**src/rtl/rf_pkg.sv**
```systemverilog
// Shared register-file writeback types and sizing constants.
package rf_pkg;
  localparam int REG_ADDR_W = 5;
  localparam int XLEN       = 32;
  localparam int NREQ_MAX   = 4;

  typedef struct packed {
    logic [REG_ADDR_W-1:0] addr;
    logic [XLEN-1:0]       data;
  } wr_req_t;
endpackage

```
**src/rtl/rf_wb_arbiter_if.sv**
```systemverilog
// Writeback request bus (requesters -> arbiter) plus the register-file write port.
interface rf_wb_arbiter_if
  import rf_pkg::*;
#(
  parameter int NREQ = 3,
  parameter int XLEN = 32
);
  logic [NREQ-1:0]                 req_valid;
  logic [NREQ-1:0][REG_ADDR_W-1:0] req_addr;
  logic [NREQ-1:0][XLEN-1:0]       req_data;
  logic [NREQ-1:0]                 req_ready;
  logic                            hold;
  logic                            rd_wen;
  logic [REG_ADDR_W-1:0]           rd_addr;
  logic [XLEN-1:0]                 rd_data;

  modport master (
    output req_valid, req_addr, req_data, hold,
    input  req_ready, rd_wen, rd_addr, rd_data
  );

  modport slave (
    input  req_valid, req_addr, req_data, hold,
    output req_ready, rd_wen, rd_addr, rd_data
  );
endinterface

```
**src/rtl/rr_arbiter.sv**
```systemverilog
// Grant selection for the writeback port. Round-robin when RF_WB_ARBITER_RR_EN
// is defined, otherwise a plain lowest-index-wins priority encoder.
module rr_arbiter #(
  parameter int NREQ = 3
) (
`ifdef RF_WB_ARBITER_RR_EN
  input  logic            clk,
  input  logic            rst,
`endif
  input  logic [NREQ-1:0] req_i,
  input  logic            en_i,
  output logic [NREQ-1:0] gnt_o
);

`ifdef RF_WB_ARBITER_RR_EN
  localparam int PW = (NREQ > 1) ? $clog2(NREQ) : 1;

  logic [PW-1:0] ptr_q, ptr_d;
  logic          found;

  // Two passes: indices at/after the pointer first, then the wrapped ones.
  always_comb begin
    gnt_o = '0;
    ptr_d = ptr_q;
    found = 1'b0;
    if (en_i) begin
      for (int i = 0; i < NREQ; i++) begin
        if (!found && req_i[i] && (PW'(i) >= ptr_q)) begin
          found    = 1'b1;
          gnt_o[i] = 1'b1;
          ptr_d    = (i == NREQ-1) ? '0 : PW'(i+1);
        end
      end
      for (int i = 0; i < NREQ; i++) begin
        if (!found && req_i[i] && (PW'(i) < ptr_q)) begin
          found    = 1'b1;
          gnt_o[i] = 1'b1;
          ptr_d    = (i == NREQ-1) ? '0 : PW'(i+1);
        end
      end
    end
  end

  always_ff @(posedge clk) begin
    if (rst) ptr_q <= '0;
    else     ptr_q <= ptr_d;
  end
`else
  logic found;

  always_comb begin
    gnt_o = '0;
    found = 1'b0;
    if (en_i) begin
      for (int i = 0; i < NREQ; i++) begin
        if (!found && req_i[i]) begin
          found    = 1'b1;
          gnt_o[i] = 1'b1;
        end
      end
    end
  end
`endif

endmodule

```
**src/rtl/rf_wb_arbiter.sv**
```systemverilog
// Register-file writeback arbiter: one grant per cycle, one-cycle output stage.
// Arbitration policy selected by macro RF_WB_ARBITER_RR_EN (round-robin if defined).
module rf_wb_arbiter
  import rf_pkg::*;
#(
  parameter int NREQ = 3,
  parameter int XLEN = 32
) (
  input  logic            clk,
  input  logic            rst,
  rf_wb_arbiter_if.slave  bus
);

  logic [NREQ-1:0]       gnt;
  logic                  arb_en;
  logic                  xfer;
  logic [REG_ADDR_W-1:0] sel_addr;
  logic [XLEN-1:0]       sel_data;

  logic                  wen_q;
  logic [REG_ADDR_W-1:0] addr_q;
  logic [XLEN-1:0]       data_q;

  // Reset also blocks grants so a transfer can never coincide with reset.
  assign arb_en = ~bus.hold & ~rst;

  rr_arbiter #(.NREQ(NREQ)) u_arb (
`ifdef RF_WB_ARBITER_RR_EN
    .clk   (clk),
    .rst   (rst),
`endif
    .req_i (bus.req_valid),
    .en_i  (arb_en),
    .gnt_o (gnt)
  );

  assign bus.req_ready = gnt;

  always_comb begin
    xfer     = |gnt;
    sel_addr = '0;
    sel_data = '0;
    for (int i = 0; i < NREQ; i++) begin
      if (gnt[i]) begin
        sel_addr = sel_addr | bus.req_addr[i];
        sel_data = sel_data | bus.req_data[i];
      end
    end
  end

  // Writes to x0 are accepted but never enable the register file.
  always_ff @(posedge clk) begin
    if (rst) begin
      wen_q  <= 1'b0;
      addr_q <= '0;
      data_q <= '0;
    end else begin
      wen_q <= xfer && (sel_addr != '0);
      if (xfer) begin
        addr_q <= sel_addr;
        data_q <= sel_data;
      end
    end
  end

  assign bus.rd_wen  = wen_q & ~rst;
  assign bus.rd_addr = rst ? '0 : addr_q;
  assign bus.rd_data = rst ? '0 : data_q;

endmodule

```
**src/flat_wrapper.sv**
```systemverilog
// flat-port wrapper written by rule: the top's interface ports become plain ports
module rf_wb_arbiter_flat import rf_pkg::*;
#(
  parameter int NREQ = 3,
  parameter int XLEN = 32
)
  (clk, rst, bus_req_valid, bus_req_addr, bus_req_data, bus_hold, bus_req_ready, bus_rd_wen, bus_rd_addr, bus_rd_data);
  rf_wb_arbiter_if #(.NREQ(NREQ), .XLEN(XLEN)) bus_i ();
  input  logic clk;
  input  logic rst;
  input wire logic [$bits(bus_i.req_valid)-1:0] bus_req_valid;
  input wire logic [$bits(bus_i.req_addr)-1:0] bus_req_addr;
  input wire logic [$bits(bus_i.req_data)-1:0] bus_req_data;
  input wire logic [$bits(bus_i.hold)-1:0] bus_hold;
  output wire logic [$bits(bus_i.req_ready)-1:0] bus_req_ready;
  output wire logic [$bits(bus_i.rd_wen)-1:0] bus_rd_wen;
  output wire logic [$bits(bus_i.rd_addr)-1:0] bus_rd_addr;
  output wire logic [$bits(bus_i.rd_data)-1:0] bus_rd_data;
  assign bus_i.req_valid = bus_req_valid;
  assign bus_i.req_addr = bus_req_addr;
  assign bus_i.req_data = bus_req_data;
  assign bus_i.hold = bus_hold;
  assign bus_req_ready = bus_i.req_ready;
  assign bus_rd_wen = bus_i.rd_wen;
  assign bus_rd_addr = bus_i.rd_addr;
  assign bus_rd_data = bus_i.rd_data;
  rf_wb_arbiter #(.NREQ(NREQ), .XLEN(XLEN)) u_core (.clk(clk), .rst(rst), .bus(bus_i));
endmodule
```
**config.mk**
```make
export PLATFORM = sky130hd
export DESIGN_NAME = rf_wb_arbiter_flat
export DESIGN_NICKNAME = d
export VERILOG_FILES = /design/src/rtl/rf_pkg.sv /design/src/rtl/rf_wb_arbiter_if.sv /design/src/rtl/rr_arbiter.sv /design/src/rtl/rf_wb_arbiter.sv /design/src/flat_wrapper.sv
export SDC_FILE = /design/constraint.sdc
export NUM_CORES = 1
export LEC_CHECK = 0
export BUFFER_PORTS_ARGS = -buffer_cell sky130_fd_sc_hd__buf_2
export CAP_MARGIN = 20
export CORE_ASPECT_RATIO = 0.6
export CORE_MARGIN = 3
export CORE_UTILIZATION = 44
export DETAILED_ROUTE_END_ITERATION = 10
export MAX_ROUTING_LAYER = met4
export PLACE_DENSITY_LB_ADDON = 0.1
export SLEW_MARGIN = 5
export SYNTH_ARGS = -nofsm -noshare
export SYNTH_HDL_FRONTEND = slang
export SYNTH_SLANG_ARGS = --single-unit
```
**constraint.sdc**
```tcl
create_clock -name clk -period 4 [get_ports clk]
set_input_delay 0.4 -clock clk [delete_from_list [all_inputs] [get_ports clk]]
set_output_delay 0.4 -clock clk [all_outputs]
set_load 0.005 [all_outputs]
```
==> impl_metrics.yaml, run 1 <==
status:
  outcome: "completed"
logic_synthesis:
  synth-seq-cells: 38
  ys_types: 18
  yosysTopAreaCell: "dfxtp_1"
  syn_area_um2: 2216
  synth_cells: 218
  synth_edf_count: 0
  synth_top_area_share_pct: 34.33
  synth_area_leaders: "dfxtp_1 (34%), a222oi_1 (17%), a21oi_2 (15%)"
  synthTopCellsByCount: "dfxtp_1 (38), nor2b_1 (38), a21oi_2 (37), a222oi_1 (37), nor2_4 (20)"
  yosys_warnings: 0
  ys.flop_type: "dfxtp_1"
  syn_nets: 335
  async_flop_share_pct: 0
  yosysSeqAreaShare_pct: 34.33
  avgSynthCellArea_um2: 10.16
cells_and_area:
  layout.nets: 478
  fillers: 400
  utilization_pct: 64.57
  stdcell_area_um2: 3039
  drive_gt1_share_pct: 63.43
  diodes: 0
  seq_area_um2: 760.7
  area_growth_pct: 37.15
  instances_no_fill: 424
  multiInputGateArea_um2: 1303
routing:
  routed_wl_um: 6245
  first_pass_iters: 6
  vias_per_cell: 5.373
  vias: 2278
  routedWlPerCell_um: 14.73
  drc: 0
  ant_nets: 0
  drtIter0Drc: 256
pwr:
  p_leak_nw: 1.385
  power_switching_mw: 0.2642
  clock_power_share_pct: 25.5
  seq_power_share_pct: 45.8
  power_density_nw_per_um2: 310.8
  vdd_drop_max_v: 0.0001559
  pwr-share-comb_pct: 28.7
  switching_share_pct: 27.97
  intPower_mw: 0.6803
setup_path:
  critical_path_class: "in -> reg"
  worst-path-max-fanout: 44
  endpoint_kind: "flop"
  worstSetupStartpointType: "input port"
  critPathRequiredTime_ps: 4220
  crit_arrival_ps: 2770
grt:
  grt_max_degree: 45
  grt_pass1_vias: 2046
  grt.overflow.total: 0
  antenna_found_initial: 0
  grt_pass1_wl_um: 9618
  track_usage_pct: 20.78
clock_network:
  postCtsSetupBuffers: 0
  root_buffer: "clkbuf_8"
  cts_made_buffers: 5
  clock_latency_ps: 280
  h-tree-depth: 2
  clock-sinks: 38
  cts.path.max_buffers: 2
  postCtsResizedCells: 0
  ctsHoldBuffers: 0
  clkSlewWorstSetupHoldPaths_ps: 70
  cts_tree: "yes"
timing:
  hold_slack_ps: 408.4
  rsz0062_at_grt: "no"
  timing.slew.headroom_pct: 49.68
  min_period_ps: 2554
  finalSetupTns_ps: 0
  setup_viol: 0
  finalClockSkew_ps: 0
  tightest_slew_ps: 754.7
  fin_crit_sh_pct: 63.85
  slew_viol_final: 0
  hold_viol_final: 0
  max_clock_freq_mhz: 391.5
place:
  gp_congestion: 0.7430
  portBuffers: 157
  place_inst: 417
  dp_hpwl_um: 4621
  post_dp_cell_area_um2: 2963
run:
  maxCapViolations: 0
die:
  die_h_um: 60.97
  io_pins: 158
  num_rows: 19
  core-area_um2: 4707
  start_util_pct: 47.08
  die-area_um2: 5952
  die_x_um: 97.62
min_path:
  hold_path_class: "in -> reg"
-- sequential cells by signal (all words and copies together), names as in the netlist --
name,count
u_core.addr_q,5
u_core.data_q,32
u_core.wen_q,1
-- power groups by stage --
stage          logic [mW]  clock network (mW)  registers (mW)
4_1_cts             0.274               0.248           0.433
5_1_grt             0.299               0.263           0.437
2_1_floorplan       0.176                   0           0.439
6_report            0.271               0.241           0.433
3_5_place_dp        0.273                   0           0.441
3_3_place_gp        0.267                   0           0.440
-- cells by family after synthesis --
| kind of cell | count (synthesis) | synth area share (%) |
|---|---|---|
| AND/OR/NAND/NOR | 82 | 26.60 |
| buffers and inverters | 24 | 7.736 |
| AO/OA/AOI/OAI | 74 | 31.34 |
| flip-flops | 38 | 34.33 |
-- placed cells by master (no fill, tap or decap) --
master,Yosys,final
a222oi_1,37,37
or3_4,0,1
buf_2,11,157
clkbuf_8,0,5
clkbuf_1,5,2
nor4_1,1,1
nor2_4,20,20
nor2_2,3,3
and3_1,1,1
nor2_1,14,14
buf_12,0,1
dfxtp_1,38,38
nand3_1,1,1
a21oi_2,37,37
and2_4,1,1
nor2b_1,38,38
nor4b_4,0,1
buf_4,0,2
nor3b_2,0,1
-- routing by layer --
metal | GRT usage (%) | wire, um | vias up
li1 | - | - | 1116
met1 | 27.77 | 2886 | 1038
met2 | 30.67 | 2733 | 118
met3 | 5.626 | 593 | 6
met4 | 6.903 | 31 | 0
met5 | - | 0 | -
-- area by class of cell --
type	instances	share of cell area, %
clock buffer	7	2.511
tap	63	2.594
multi-input combinational	156	42.86
sequential	38	25.03
timing repair buffer	160	27.01
-- critical path: stages --
cell     delay, ps
buf_2          340
nor4_1         320
and2_4         470
or3_4          610
buf_12         370
nor2_1         100
a21oi_2        110
-- per-stage QoR --
step / power (mW) / worst slack [ps]
2_1_floorplan: 0.6152 / 2479
3_3_place_gp: 0.7071 / 1208
3_5_place_dp: 0.7148 / 1144
4_1_cts: 0.9555 / 1435
5_1_grt: 0.9995 / 1301
6_report: 0.9445 / 1446
-- worst paths after layout --
| check | start | end | slack (ps) | cells after the start |
|---|---|---|---|---|
| setup / recovery | rst | u_core.data_q[11]$_SDFFE_PP0P_ | 1450 | 7 |
| hold / removal | bus_req_addr[0] | u_core.wen_q$_SDFF_PP0_ | 410 | 3 |
| setup reg to reg | u_core.data_q[26]$_SDFFE_PP0P_ | u_core.data_q[26]$_SDFFE_PP0P_ | 3170 | 3 |
| hold reg to reg | u_core.addr_q[1]$_SDFFE_PP0P_ | u_core.addr_q[1]$_SDFFE_PP0P_ | 620 | 3 |
Note: power is estimated with default switching activity, not from simulation.
==> run 2, diff against run 1 <==
--- a/config.mk
+++ b/config.mk
@@ -9,7 +9,7 @@
 export CAP_MARGIN = 20
 export CORE_ASPECT_RATIO = 0.6
 export CORE_MARGIN = 3
-export CORE_UTILIZATION = 44
+export CORE_UTILIZATION = 37
 export DETAILED_ROUTE_END_ITERATION = 10
 export MAX_ROUTING_LAYER = met4
 export PLACE_DENSITY_LB_ADDON = 0.1
==> constraint.sdc (replaced) <==
create_clock -name clk -period 2.2 [get_ports clk]
set_input_delay 0.22 -clock clk [delete_from_list [all_inputs] [get_ports clk]]
set_output_delay 0.22 -clock clk [all_outputs]
set_load 0.005 [all_outputs]
==> run 2 against run 1 <==
  * First-iteration DRC count grew 7.0%
  * Clock skew is the same
  * Clock power grew 110%
  * Sequential power grew 81%
  * Combinational power grew 86%
  * Setup slack lost 920 ps
  * Highest routed layer unchanged
==> impl_metrics.yaml, run 2 (synthesis results as in run 1) <==
run:
  maxCapViolations: 0
timing:
  rsz0062_at_grt: "no"
  finalSetupTns_ps: 0
  timing.slew.headroom_pct: 55.84
  fin_crit_sh_pct: 76.21
  hold_slack_ps: 231.7
  hold_viol_final: 0
  setup_viol: 0
  max_clock_freq_mhz: 596.4
  postLayoutSetupSlackWorst_ps: 523.3
  finalClockSkew_ps: 0
  tightest_slew_ps: 659.6
  slew_viol_final: 0
  min_period_ps: 1677
min_path:
  holdCritStartpoint: "bus_req_data[0]"
  min_delay_path_depth: 3
  hold_path_end: "u_core.data_q[0]$_SDFFE_PP0P_"
  hold_path_class: "in -> reg"
clock_network:
  h-tree-depth: 2
  postCtsSetupBuffers: 0
  root_buffer: "clkbuf_8"
  clock_latency_ps: 280
  ctsHoldBuffers: 0
  cts_made_buffers: 5
  clkSlewWorstSetupHoldPaths_ps: 80
  postCtsResizedCells: 0
  cts_tree: "yes"
  clock-sinks: 38
  cts.path.max_buffers: 2
cells_and_area:
  fillers: 544
  diodes: 0
  regMostFlops: "u_core.data_q"
  drive_gt1_share_pct: 64.77
  largest_reg_flops: 32
  mostFrequentLayoutCells: "buf_2 (157), nor2b_1 (38), dfxtp_1 (38)"
  layout.nets: 485
  top_regs: "u_core.data_q: 32 flops, u_core.addr_q: 5 flops, u_core.wen_q: 1 flops"
  layout_commonest_cell: "buf_2"
  area_growth_pct: 41.90
grt:
  grt_use_met2_pct: 26.75
  grt.overflow.total: 0
  use_met1_pct: 23.05
  grt_busiest_layer: "met2"
  grt_pass1_vias: 1993
  antenna_found_initial: 0
  grt_pass1_wl_um: 9528
  track_usage_pct: 17.38
  gr-usage-met3_pct: 4.683
  grt_max_degree: 29
setup_path:
  worstSetupStartpointType: "input port"
  critical_path_class: "in -> out"
  cpMostUsedCell: "buf_2"
  r2r_slack_ps: 1390
  endpoint_kind: "output port"
  worst-path-max-fanout: 16
  worstReg2RegStart: "u_core.data_q[27]$_SDFFE_PP0P_"
  worstReg2RegEnd: "u_core.data_q[27]$_SDFFE_PP0P_"
  cp_num_buf_inv: 3
  critPathRequiredTime_ps: 1980
  worstRegToRegCells: 3
  slowest_delay_ps: 620
  cpMaxStageDelayCell: "nor4b_4"
  crit_family: "simple AND/OR/NAND/NOR gates"
  crit_chain: "buf_2 > nor4b_4 > buf_4 > buf_2"
  crit_arrival_ps: 1460
die:
  core-area_um2: 5675
  num_rows: 21
  die_x_um: 105.9
  start_util_pct: 39.04
  die_h_um: 65.95
  io_pins: 158
  die-area_um2: 6984
pwr:
  vdd_drop_max_v: 0.0002360
  power_density_nw_per_um2: 569.8
  pwr-share-comb_pct: 28.1
  clock_power_share_pct: 28.1
  seq_power_share_pct: 43.8
  switching_share_pct: 28.51
  intPower_mw: 1.281
  power_switching_mw: 0.5108
  power_mw: 1.792
  p_leak_nw: 1.434
status:
  outcome: "completed"
place:
  portBuffers: 157
  dp_slack_ps: 371.0
  gp_congestion: 0.7365
  dp_hpwl_um: 4783
routing:
  vias: 2231
  routed_wl_um: 6151
  routedWlPerCell_um: 13.70
  drtIter0Drc: 274
  first_pass_iters: 9
  vias_per_cell: 4.969
  drc: 0
  ant_nets: 0
-- run 2: changes by cell type in the layout (fill, tap and decap cells not counted), sizes merged --
cell | previous run | this run
clkinvlp | 0 | 1
clkbuf | 7 | 6
buf | 160 | 167
clkinv | 0 | 1
-- run 2: worst reg2reg max path, cell delays in order (launching register included) --
cell     delay (ps)
dfxtp_1         310
nor2b_1         270
nor2_4           60
a21oi_2         100
-- run 2: worst max-delay path by stage --
| stage | start | to | slack [ps] | cells past startpoint |
|---|---|---|---|---|
| 2_1_floorplan | bus_req_valid[1] | u_core.wen_q$_SDFF_PP0_ | 860 | 5 |
| 3_3_place_gp | rst | u_core.addr_q[4]$_SDFFE_PP0P_ | 410 | 6 |
| 3_5_place_dp | rst | u_core.data_q[6]$_SDFFE_PP0P_ | 370 | 6 |
| 4_1_cts | rst | bus_req_ready[1] | 530 | 4 |
| 5_1_grt | bus_req_valid[0] | bus_req_ready[2] | 420 | 5 |
| 6_report | rst | bus_req_ready[1] | 520 | 4 |
-- run 2: final cells by class --
| cell class | instances | area [um^2] | share of cell area (%) |
|---|---|---|---|
| Multi-Input combinational cell | 156 | 1303 | 41.42 |
| Timing Repair Buffer | 167 | 885.9 | 28.17 |
| Sequential cell | 38 | 760.7 | 24.19 |
| Tap cell | 80 | 100.1 | 3.183 |
| Clock buffer | 6 | 82.58 | 2.626 |
| Clock inverter | 2 | 12.51 | 0.3979 |
-- run 2: per-stage QoR --
| step | instance area [um^2] | instances | util (%) |
|---|---|---|---|
| after floorplan | 2216 | 218 | - |
| after global placement | 3049 | 441 | 53.73 |
| after detailed placement | 3049 | 441 | 53.73 |
| after CTS | 3144 | 449 | 55.40 |
| after global routing | 3144 | 449 | 55.40 |
| final | 3144 | 449 | 55.40 |
-- run 2: power groups by stage --
stage,Clock [mW],Sequential [mW],Combinational [mW]
finish,0.503,0.785,0.504
detailed placement,0,0.802,0.508
floorplan,0,0.798,0.321
CTS,0.524,0.785,0.510
global placement,0,0.800,0.500
global route,0.560,0.794,0.556
-- run 2: per-layer routing --
layer / share of wire, % / vias up / wire [um]
li1: - / 1131 / -
met4: 0.24 / 0 / 15
met5: 0 / - / 0
met3: 10 / 2 / 639
met2: 44 / 113 / 2677
met1: 46 / 985 / 2818
==> run 3, diff against run 2 <==
--- a/config.mk
+++ b/config.mk
@@ -9,7 +9,7 @@
 export CAP_MARGIN = 20
 export CORE_ASPECT_RATIO = 0.6
 export CORE_MARGIN = 3
-export CORE_UTILIZATION = 37
+export CORE_UTILIZATION = 41
 export DETAILED_ROUTE_END_ITERATION = 10
 export MAX_ROUTING_LAYER = met4
 export PLACE_DENSITY_LB_ADDON = 0.1
==> constraint.sdc (replaced) <==
create_clock -name clk -period 1.55 [get_ports clk]
set_input_delay 0.155 -clock clk [delete_from_list [all_inputs] [get_ports clk]]
set_output_delay 0.155 -clock clk [all_outputs]
set_load 0.005 [all_outputs]
==> run 3 against run 2 <==
  * Combinational power grew 45%
  * Sequential power grew 43%
  * Clock skew is the same
  * Critical path depth grew 1
  * Largest cell class unchanged
==> impl_metrics.yaml, run 3 (synthesis results as in run 1) <==
status:
  outcome: "completed"
setup_path:
  worst-path-max-fanout: 12
  worstReg2RegStart: "u_core.addr_q[1]$_SDFFE_PP0P_"
  crit_arrival_ps: 1140
  startpoint: "rst"
  critPathRequiredTime_ps: 1390
  endpoint_kind: "output port"
  critical_path_class: "in -> out"
  worstSetupStartpointType: "input port"
timing:
  min_period_ps: 1297
  max_clock_freq_mhz: 770.8
  tightest_slew_ps: 546.0
  hold_slack_ps: 158.6
  slew_viol_final: 0
  hold_viol_final: 0
  timing.slew.headroom_pct: 63.60
  setup_viol: 0
  fin_crit_sh_pct: 83.70
  finalClockSkew_ps: 0
  rsz0062_at_grt: "no"
  finalSetupTns_ps: 0
cells_and_area:
  drive_gt1_share_pct: 65.15
  diodes: 0
  layout.nets: 491
  layout_commonest_cell: "buf_2"
  fillers: 471
  area_growth_pct: 42.57
  top_regs: "u_core.data_q: 32 flops, u_core.addr_q: 5 flops, u_core.wen_q: 1 flops"
  mostFrequentLayoutCells: "buf_2 (157), nor2b_1 (38), dfxtp_1 (38)"
  regMostFlops: "u_core.data_q"
  largest_reg_flops: 32
die:
  core-area_um2: 5130
  die-area_um2: 6352
  io_pins: 158
  num_rows: 20
  die_x_um: 100.9
  die_h_um: 62.95
  start_util_pct: 43.20
clock_network:
  clock_latency_ps: 280
  root_buffer: "clkbuf_8"
  h-tree-depth: 2
  cts_tree: "yes"
  postCtsSetupBuffers: 0
  clkSlewWorstSetupHoldPaths_ps: 70
  cts.path.max_buffers: 2
  postCtsResizedCells: 0
  cts_made_buffers: 5
  clock-sinks: 38
  ctsHoldBuffers: 0
pwr:
  clock_power_share_pct: 26.2
  vdd_drop_max_v: 0.0003050
  seq_power_share_pct: 44.7
  switching_share_pct: 27.56
  p_leak_nw: 1.458
  power_density_nw_per_um2: 791.9
  intPower_mw: 1.813
  pwr-share-comb_pct: 29.1
  power_switching_mw: 0.6895
routing:
  ant_nets: 0
  routedWlPerCell_um: 14.62
  vias_per_cell: 5.175
  drc: 0
  first_pass_iters: 9
  routed_wl_um: 6416
  vias: 2272
  drtIter0Drc: 219
grt:
  grt_use_met2_pct: 30.66
  use_met1_pct: 25.88
  grt_pass1_wl_um: 9949
  grt_busiest_layer: "met2"
  antenna_found_initial: 0
  grt.overflow.total: 0
  grt_pass1_vias: 2137
  gr-usage-met3_pct: 4.682
  track_usage_pct: 19.55
  grt_max_degree: 28
place:
  dp_hpwl_um: 4999
  portBuffers: 157
  gp_congestion: 0.7955
min_path:
  holdCritStartpoint: "bus_req_addr[0]"
  hold_path_class: "in -> reg"
run:
  maxCapViolations: 0
[run 3: cell types whose count changed in the layout (fill, tap and decap cells not counted)]
cell,before,now
buf_4,8,14
clkinv_2,1,0
clkinvlp_4,1,0
[run 3: worst max-delay path, cell delays in order]
cell and delay (ps):
buf_2 160, nor4b_4 280, buf_4 210, buf_4 200, buf_2 130
[run 3: area by class of cell]
cell class,instances,area [um^2],area share (%)
multi-input combinational,156,1303,41.23
timing repair buffer,173,930.9,29.47
sequential,38,760.7,24.08
clock buffer,6,82.58,2.614
tap,66,82.58,2.614
[run 3: layer usage]
metal	share of wire [%]	wire, um
met1	46	2947
met5	0	0
met4	0.42	27
met3	10	646
met2	44	2795
[run 3: power by group through the flow]
stage	Clock, mW	Combinational [mW]	Sequential, mW
after global routing	0.710	0.804	1.13
after global placement	0	0.722	1.14
after CTS	0.681	0.737	1.12
after detailed placement	0	0.734	1.14
final	0.656	0.729	1.12
after floorplan	0	0.455	1.13
[run 3: final timing paths]
| check | to | slack (ps) | cells past startpoint |
|---|---|---|---|
| setup / recovery | bus_req_ready[1] | 250 | 5 |
| setup reg to reg | u_core.addr_q[1]$_SDFFE_PP0P_ | 760 | 3 |
| hold / removal | u_core.wen_q$_SDFF_PP0_ | 160 | 3 |
| hold reg to reg | u_core.data_q[1]$_SDFFE_PP0P_ | 620 | 3 |
[run 3: stage by stage]
stage	total power, mW	util (%)	setup WS [ps]	area [um^2]	std cells
final	2.502	61.59	252.6	3159	439
after global routing	2.643	61.59	187.6	3159	439
after floorplan	1.588	-	273.8	2216	218
after CTS	2.535	61.59	255.7	3159	439
after global placement	1.858	59.98	43.43	3077	433
after detailed placement	1.873	59.98	1.597	3077	433
